==> src/rtl/regfile_arb_pkg.sv <==
// regfile_arb_pkg: shared definitions for the register-file write arbiter.
//   DEF_DATA_W / DEF_ADDR_W : default data and register-index widths
//   NUM_REGS                : architectural register count (x0..x31)
//   src_e                   : requester ids (SRC_ALU = 0, SRC_MEM = 1)
//   wb_entry_t              : writeback entry {rd, data} at default widths
package regfile_arb_pkg;

  localparam int unsigned DEF_DATA_W = 32;
  localparam int unsigned DEF_ADDR_W = 5;
  localparam int unsigned NUM_REGS   = 32;

  typedef enum logic {
    SRC_ALU = 1'b0,
    SRC_MEM = 1'b1
  } src_e;

  // "reg" is a keyword, so the destination field is named rd.
  typedef struct packed {
    logic [DEF_ADDR_W-1:0] rd;
    logic [DEF_DATA_W-1:0] data;
  } wb_entry_t;

endpackage

==> src/rtl/regfile_write_arbiter_fifo.sv <==
// wb_fifo: synchronous FIFO holding queued writeback entries for one requester.
//   clk, rst_n  : clock, asynchronous active-low reset (empties the FIFO)
//   push        : enqueue push_data (ignored while full)
//   push_data   : entry to enqueue
//   pop         : dequeue head (ignored while empty)
//   head        : current head entry
//   full, empty : occupancy flags (registered state only)
module wb_fifo #(
  parameter int unsigned WIDTH = 37,
  parameter int unsigned DEPTH = 2
) (
  input  logic             clk,
  input  logic             rst_n,
  input  logic             push,
  input  logic [WIDTH-1:0] push_data,
  input  logic             pop,
  output logic [WIDTH-1:0] head,
  output logic             full,
  output logic             empty
);

  localparam int unsigned AW = (DEPTH > 1) ? $clog2(DEPTH) : 1;

  logic [WIDTH-1:0] mem [DEPTH];
  logic [AW-1:0]    wr_ptr;
  logic [AW-1:0]    rd_ptr;
  logic [AW:0]      count;
  logic             do_push;
  logic             do_pop;

  assign full    = (count == (AW+1)'(DEPTH));
  assign empty   = (count == '0);
  assign do_push = push && !full;
  assign do_pop  = pop && !empty;
  assign head    = mem[rd_ptr];

  // DEPTH is a power of two, so the pointers wrap naturally.
  always_ff @(posedge clk or negedge rst_n) begin
    if (!rst_n) begin
      wr_ptr <= '0;
      rd_ptr <= '0;
      count  <= '0;
    end else begin
      if (do_push) wr_ptr <= wr_ptr + AW'(1);
      if (do_pop)  rd_ptr <= rd_ptr + AW'(1);
      count <= count + (AW+1)'(do_push) - (AW+1)'(do_pop);
    end
  end

  always_ff @(posedge clk) begin
    if (do_push) mem[wr_ptr] <= push_data;
  end

endmodule

==> src/rtl/regfile_write_arbiter.sv <==
// regfile_write_arbiter: shares the register file write port between the ALU
// and load writeback paths, each buffered by a wb_fifo.
//   clk, rst_n                      : clock, async active-low reset
//   aluValid/aluReady/aluReg/aluData: ALU writeback request handshake
//   memValid/memReady/memReg/memData: load writeback request handshake
//   writeEnable/writeReg/writeData  : registered register-file write port
//   pendingMask                     : bit r set while a write to xr is queued or on the port
//   busy                            : any FIFO non-empty or writeEnable high
// Build option: define ARB_ROUND_ROBIN_EN for round-robin on contention;
// otherwise the load path always wins.
module regfile_write_arbiter
  import regfile_arb_pkg::*;
#(
  parameter int unsigned DATA_W = DEF_DATA_W,
  parameter int unsigned ADDR_W = DEF_ADDR_W,
  parameter int unsigned DEPTH  = 2
) (
  input  logic                clk,
  input  logic                rst_n,
  input  logic                aluValid,
  output logic                aluReady,
  input  logic [ADDR_W-1:0]   aluReg,
  input  logic [DATA_W-1:0]   aluData,
  input  logic                memValid,
  output logic                memReady,
  input  logic [ADDR_W-1:0]   memReg,
  input  logic [DATA_W-1:0]   memData,
  output logic                writeEnable,
  output logic [ADDR_W-1:0]   writeReg,
  output logic [DATA_W-1:0]   writeData,
  output logic [NUM_REGS-1:0] pendingMask,
  output logic                busy
);

  localparam int unsigned EW    = ADDR_W + DATA_W;
  localparam int unsigned CNT_W = $clog2(2*DEPTH+2);

  logic              alu_full, alu_empty, mem_full, mem_empty;
  logic [EW-1:0]     alu_head, mem_head;
  logic              alu_push, mem_push, alu_pop, mem_pop;
  logic              grant_mem;
  logic [CNT_W-1:0]  cnt [NUM_REGS];
  src_e              owner [NUM_REGS];

  assign aluReady = !alu_full;
  assign memReady = !mem_full;

  // x0 requests complete the handshake but are dropped here.
  assign alu_push = aluValid && aluReady && (aluReg != '0);
  assign mem_push = memValid && memReady && (memReg != '0);

  wb_fifo #(.WIDTH(EW), .DEPTH(DEPTH)) u_alu_fifo (
    .clk       (clk),
    .rst_n     (rst_n),
    .push      (alu_push),
    .push_data ({aluReg, aluData}),
    .pop       (alu_pop),
    .head      (alu_head),
    .full      (alu_full),
    .empty     (alu_empty)
  );

  wb_fifo #(.WIDTH(EW), .DEPTH(DEPTH)) u_mem_fifo (
    .clk       (clk),
    .rst_n     (rst_n),
    .push      (mem_push),
    .push_data ({memReg, memData}),
    .pop       (mem_pop),
    .head      (mem_head),
    .full      (mem_full),
    .empty     (mem_empty)
  );

`ifdef ARB_ROUND_ROBIN_EN
  src_e rr_ptr;

  // Pointer names the winner of the next contended grant.
  always_ff @(posedge clk or negedge rst_n) begin
    if (!rst_n) begin
      rr_ptr <= SRC_ALU;
    end else if (!alu_empty && !mem_empty) begin
      rr_ptr <= (rr_ptr == SRC_ALU) ? SRC_MEM : SRC_ALU;
    end
  end

  assign grant_mem = !mem_empty && (alu_empty || (rr_ptr == SRC_MEM));
`else
  assign grant_mem = !mem_empty;
`endif

  assign mem_pop = grant_mem;
  assign alu_pop = !alu_empty && !grant_mem;

  always_ff @(posedge clk or negedge rst_n) begin
    if (!rst_n) begin
      writeEnable <= 1'b0;
      writeReg    <= '0;
      writeData   <= '0;
    end else if (alu_pop || mem_pop) begin
      writeEnable            <= 1'b1;
      {writeReg, writeData}  <= grant_mem ? mem_head : alu_head;
    end else begin
      writeEnable <= 1'b0;
    end
  end

  // Per-register occupancy: +1 on enqueue, -1 at the edge where the port
  // entry is written into the register file.
  always_ff @(posedge clk or negedge rst_n) begin
    if (!rst_n) begin
      for (int unsigned r = 0; r < NUM_REGS; r++) cnt[r] <= '0;
    end else begin
      for (int unsigned r = 1; r < NUM_REGS; r++) begin
        cnt[r] <= cnt[r]
                + CNT_W'(alu_push && (aluReg == ADDR_W'(r)))
                + CNT_W'(mem_push && (memReg == ADDR_W'(r)))
                - CNT_W'(writeEnable && (writeReg == ADDR_W'(r)));
      end
    end
  end

  always_comb begin
    pendingMask = '0;
    for (int unsigned r = 1; r < NUM_REGS; r++) pendingMask[r] = (cnt[r] != '0);
  end

  assign busy = !alu_empty || !mem_empty || writeEnable;

  // Last enqueuing source per register; only consulted by the checks below.
  always_ff @(posedge clk) begin
    if (alu_push) owner[aluReg] <= SRC_ALU;
    if (mem_push) owner[memReg] <= SRC_MEM;
  end

  a_no_cross_alu: assert property (@(posedge clk) disable iff (!rst_n)
    !(alu_push && pendingMask[aluReg] && (owner[aluReg] != SRC_ALU)));
  a_no_cross_mem: assert property (@(posedge clk) disable iff (!rst_n)
    !(mem_push && pendingMask[memReg] && (owner[memReg] != SRC_MEM)));
  a_no_same_reg:  assert property (@(posedge clk) disable iff (!rst_n)
    !(alu_push && mem_push && (aluReg == memReg)));

  for (genvar r = 1; r < NUM_REGS; r++) begin : g_cnt_chk
    a_no_underflow: assert property (@(posedge clk) disable iff (!rst_n)
      !(writeEnable && (writeReg == ADDR_W'(r)) && (cnt[r] == '0)));
    a_no_overflow:  assert property (@(posedge clk) disable iff (!rst_n)
      !(((alu_push && (aluReg == ADDR_W'(r))) || (mem_push && (memReg == ADDR_W'(r))))
        && !(writeEnable && (writeReg == ADDR_W'(r))) && (cnt[r] == '1)));
  end

endmodule

==> config.mk <==
export PLATFORM = sky130hd
export DESIGN_NAME = regfile_write_arbiter
export DESIGN_NICKNAME = d
export VERILOG_FILES = /design/src/rtl/regfile_arb_pkg.sv /design/src/rtl/regfile_write_arbiter_fifo.sv /design/src/rtl/regfile_write_arbiter.sv
export SDC_FILE = /design/constraint.sdc
export NUM_CORES = 1
export LEC_CHECK = 0
export CAP_MARGIN = 10
export CORE_MARGIN = 8
export CORE_UTILIZATION = 56
export DETAILED_ROUTE_END_ITERATION = 7
export GPL_ROUTABILITY_DRIVEN = 0
export GPL_TIMING_DRIVEN = 0
export PLACE_DENSITY = 0.89
export SYNTH_ARGS = -nofsm -noshare
export SYNTH_HDL_FRONTEND = slang
export SYNTH_SLANG_ARGS = --single-unit
==> constraint.sdc <==
create_clock -name clk -period 3.3 [get_ports clk]
set_input_delay 0.66 -clock clk [delete_from_list [all_inputs] [get_ports clk]]
set_output_delay 0.66 -clock clk [all_outputs]
set_load 0.02 [all_outputs]
==> results.md <==
* Wire length per cell at 21.98 µm
* Drt drc at 0
* CTS tree: built
* PwrDens at 931.3 nW/µm²
* Multi-input logic area at 4682 µm²
* Post-layout util at 69.80%
* Post-synth ARST share at 48.43%
* Crit-path slowest cell: clkdlybuf4s50_1
* Top post-synthesis cells by area: edfxtp_1, dfrtp_1, fa_1, inv_1, ha_1
* Final setup viols at 1
* Sw Pwr at 5.469 mW
* Starting DRT DRC Count at 716
* Latest clock arrival within the worst-skew pair at 0.55 ns
* Core region area at 23,190 µm²
* Period minus WS final at 3.305 ns
* FMAX at 0.3026 GHz
* Synth top area share at 33.97%
* Kind of critical path: input pin to flip-flop
* Num CTS Buffers at 29
* Number of synthesized flops with an enable pin at 148
* Nets@finish at 1,341
* Layout cell share with drive strength beyond 1 at 7.725%
* Avg Inst Size Synth at 13.31 µm²
* Initial antenna violation count at 5
* Post-route design area at 16,190 µm²
* Least-Margin Pin Slew at 0.8801 ns
* CTS Hold Bufs at 0
* Int Pwr at 9.608 mW
* WP data required at 3.77 ns
* Setup crit end kind: flip-flop
* Pre-CTS WS at -0.8443 ns
* Flop pwr share at 39.5%
* Outcome: complete, but fails checks
* Period utilization at 100.2%
* Number of hold violations in the final report at 0
* Hold Path Class: input pin to asynchronous set/reset pin
* Final slew viol count at 0
* Post-detail-place hpwl at 22.31 mm
* Die Area at 28,510 µm²
* Violated checks: negative setup slack
* Critical path, cell by cell: clkdlybuf4s50_1, nand2_1, nor4_1, nand2_1, ha_1, inv_1, fa_1, fa_1, xnor2_1, xnor2_1
* Crit Path Max Fanout at 6
* I/O Pins at 151
* Most common flop cell mapped by yosys: edfxtp_1
* Overall routed net length at 33.26 mm
* Count of cell types in the netlist at 36
* Synth Warn # at 0
* CP startpoint kind: input pin
* Vias at 8,630
* Drt pass-1 iters at 5
* Row count at 56
* Starting density of the core at 56.40%
* Setup ws final at -0.004993 ns
* CTS clk-pin slew, worst paths at 0.07 ns
* Register area at 7923 µm²
* Clock sink count at 287
* Combinational share of power at 38.2%
* Vias in the first global route at 9,450
* Relative slew slack at 41.33%
* Clock tree buffer depth at 3
* Crit path largest cell delay at 0.65 ns
* Post-route antenna net violation count at 0
* Synth-to-layout area growth at 23.76%
* # fillers at 1,478
* Cell area after placement at 15,110 µm²
* Switching Fraction at 36.27%
* CP arrival at 3.78 ns
* Total Routing Usage GR at 23.41%
* Peak supply drop at 0.6156 mV
* Root Buffer: clkbuf_16
* FF+latch count, synth at 287
* Post-synthesis cell area at 13,080 µm²
* Largest net degree at the start of global routing at 75
* Gate Count Post-Synth at 983
* Via/cell ratio at 5.704
* Unrepaired setup endpoints after global routing: yes
* First-pass GRT wire length at 51.75 mm
* P_leak at 6.471 nW
* Clock power share at 22.3%
* Clk_skew at 0.01600 ns
* Input/output buffers at 149
* Area leader, netlist: edfxtp_1
* Sequential share of the synthesized area at 60.56%
* Syn_nets at 1,156
* MaxCap Viol Count at 0
* Die height at 168.8 µm
* Htree depth at 1
* Grt total ovfl at 0
* Die X at 168.8 µm
[routing by layer]
metal / share of wire [%] / GRT usage [%] / vias up
met1: 38 / 28.56 / 4286
met2: 49 / 38.89 / 484
met5: 0.075 / 0 / -
li1: - / - / 3715
met3: 7.9 / 4.845 / 141
met4: 5.2 / 12.42 / 4
[critical path, delay by kind of cell]
kind          cells  cell delay (ns)
xor+xnor          2             0.33
fa+ha+maj         3             1.14
buf+inv           2             0.70
simple gates      3             0.95
[Yosys cell counts (37+ instances only)]
library cell and n:
xnor2_1 47, edfxtp_1 148, or3_1 37, nor2b_1 48
o21ai_0 38, nor2_1 56, o22ai_1 37, inv_1 111
dfrtp_1 139, mux2i_1 37, a211oi_1 37, fa_1 62
[placed cells by master, fill, tap and decap left out, drive strengths merged, types with 2 or more instances in the layout]
cell / count
clkinvlp: 2
nor4: 5
nor3: 10
inv: 112
ha: 33
dfrtp: 139
and2: 2
clkbuf: 60
clkdlybuf4s50: 148
nand2b: 7
nand4: 2
nor2b: 48
clkinv: 12
nand3: 12
xnor2: 47
fa: 62
edfxtp: 148
mux2i: 37
nand2: 35
bufinv: 4
xor2: 21
a211oi: 37
nand3b: 2
o21ai: 38
diode: 3
o22ai: 37
nor2: 56
nor3b: 4
or2: 6
buf: 21
or3: 38
[power groups by stage]
stage,clock (mW),sequential [mW],combinational (mW)
global route,3.54,6.07,6.28
floorplan,0,6.05,3.29
finish,3.36,5.95,5.76
CTS,3.39,5.93,5.73
global placement,0,5.92,5.21
detailed placement,0,5.95,5.65
[path summary, 6_finish.rpt]
| check | from | to | slack, ns | depth (start not counted) |
|---|---|---|---|---|
| hold reg to reg | cnt[2]$_DFF_PN0_ | cnt[2]$_DFF_PN0_ | 0.46 | 1 |
| setup reg to reg | u_alu_fifo.count[1]$_DFF_PN0_ | cnt[44]$_DFF_PN0_ | 0.17 | 10 |
| max in group asynchronous | rst_n | writeData[26]$_DFFE_PN0P_ | 2.39 | 2 |
| hold / removal | rst_n | cnt[31]$_DFF_PN0_ | 0.12 | 1 |
| min in group clk | cnt[2]$_DFF_PN0_ | cnt[2]$_DFF_PN0_ | 0.46 | 1 |
| setup / recovery | aluReg[4] | cnt[44]$_DFF_PN0_ | -0.005 | 10 |
[flip-flops by register name (all words and copies together), names as in the netlist]
name               flops
cnt                   93
u_alu_fifo.count       2
u_alu_fifo.mem        74
u_alu_fifo.rd_ptr      1
u_alu_fifo.wr_ptr      1
u_mem_fifo.count       2
u_mem_fifo.mem        74
u_mem_fifo.rd_ptr      1
u_mem_fifo.wr_ptr      1
writeData             32
writeEnable            1
writeReg               5
[final cells by class]
class	instances	area share, %
diodes	3	0.04637
plain buffers	40	1.144
clock buffers	35	4.807
clock inverters	19	1.221
inverters	111	2.574
multi-input cells	545	28.92
flip-flops and latches	287	48.94
well taps	319	2.465
repair buffers	154	9.885
[what timing repair did]
action,in CTS,in global routing
buffers inserted,0,0
pin swaps,0,0
endpoints found under the setup margin,25,17
gates resized for setup,10,11
[logic make-up (layout without fill, tap and decap cells)]
kind of cell / Yosys count / in the layout / share of synthesized area [%]
flops: 287 / 287 / 60.56
simple gates: 230 / 230 / 9.230
buf+inv: 151 / 359 / 4.572
compound gates: 114 / 114 / 5.576
fa+ha+maj: 95 / 95 / 12.64
xor+xnor: 68 / 68 / 4.553
mux: 37 / 37 / 2.831
other cells: 1 / 4 / 0.02867
[through the flow]
step                      total power, mW    TNS, ns  std cells  hold slack [ns]
final                               15.08  -0.004993       1513           0.1151
after global routing                15.89    -0.4133       1513           0.1658
after CTS                           15.05          0       1510           0.1361
after detailed placement            11.60     -28.15       1456           0.4570
after global placement              11.12    -828.32       1451           0.4535
after floorplan                     9.341          0        983           0.3644
No activity file was read; power rests on OpenSTA's default activity.
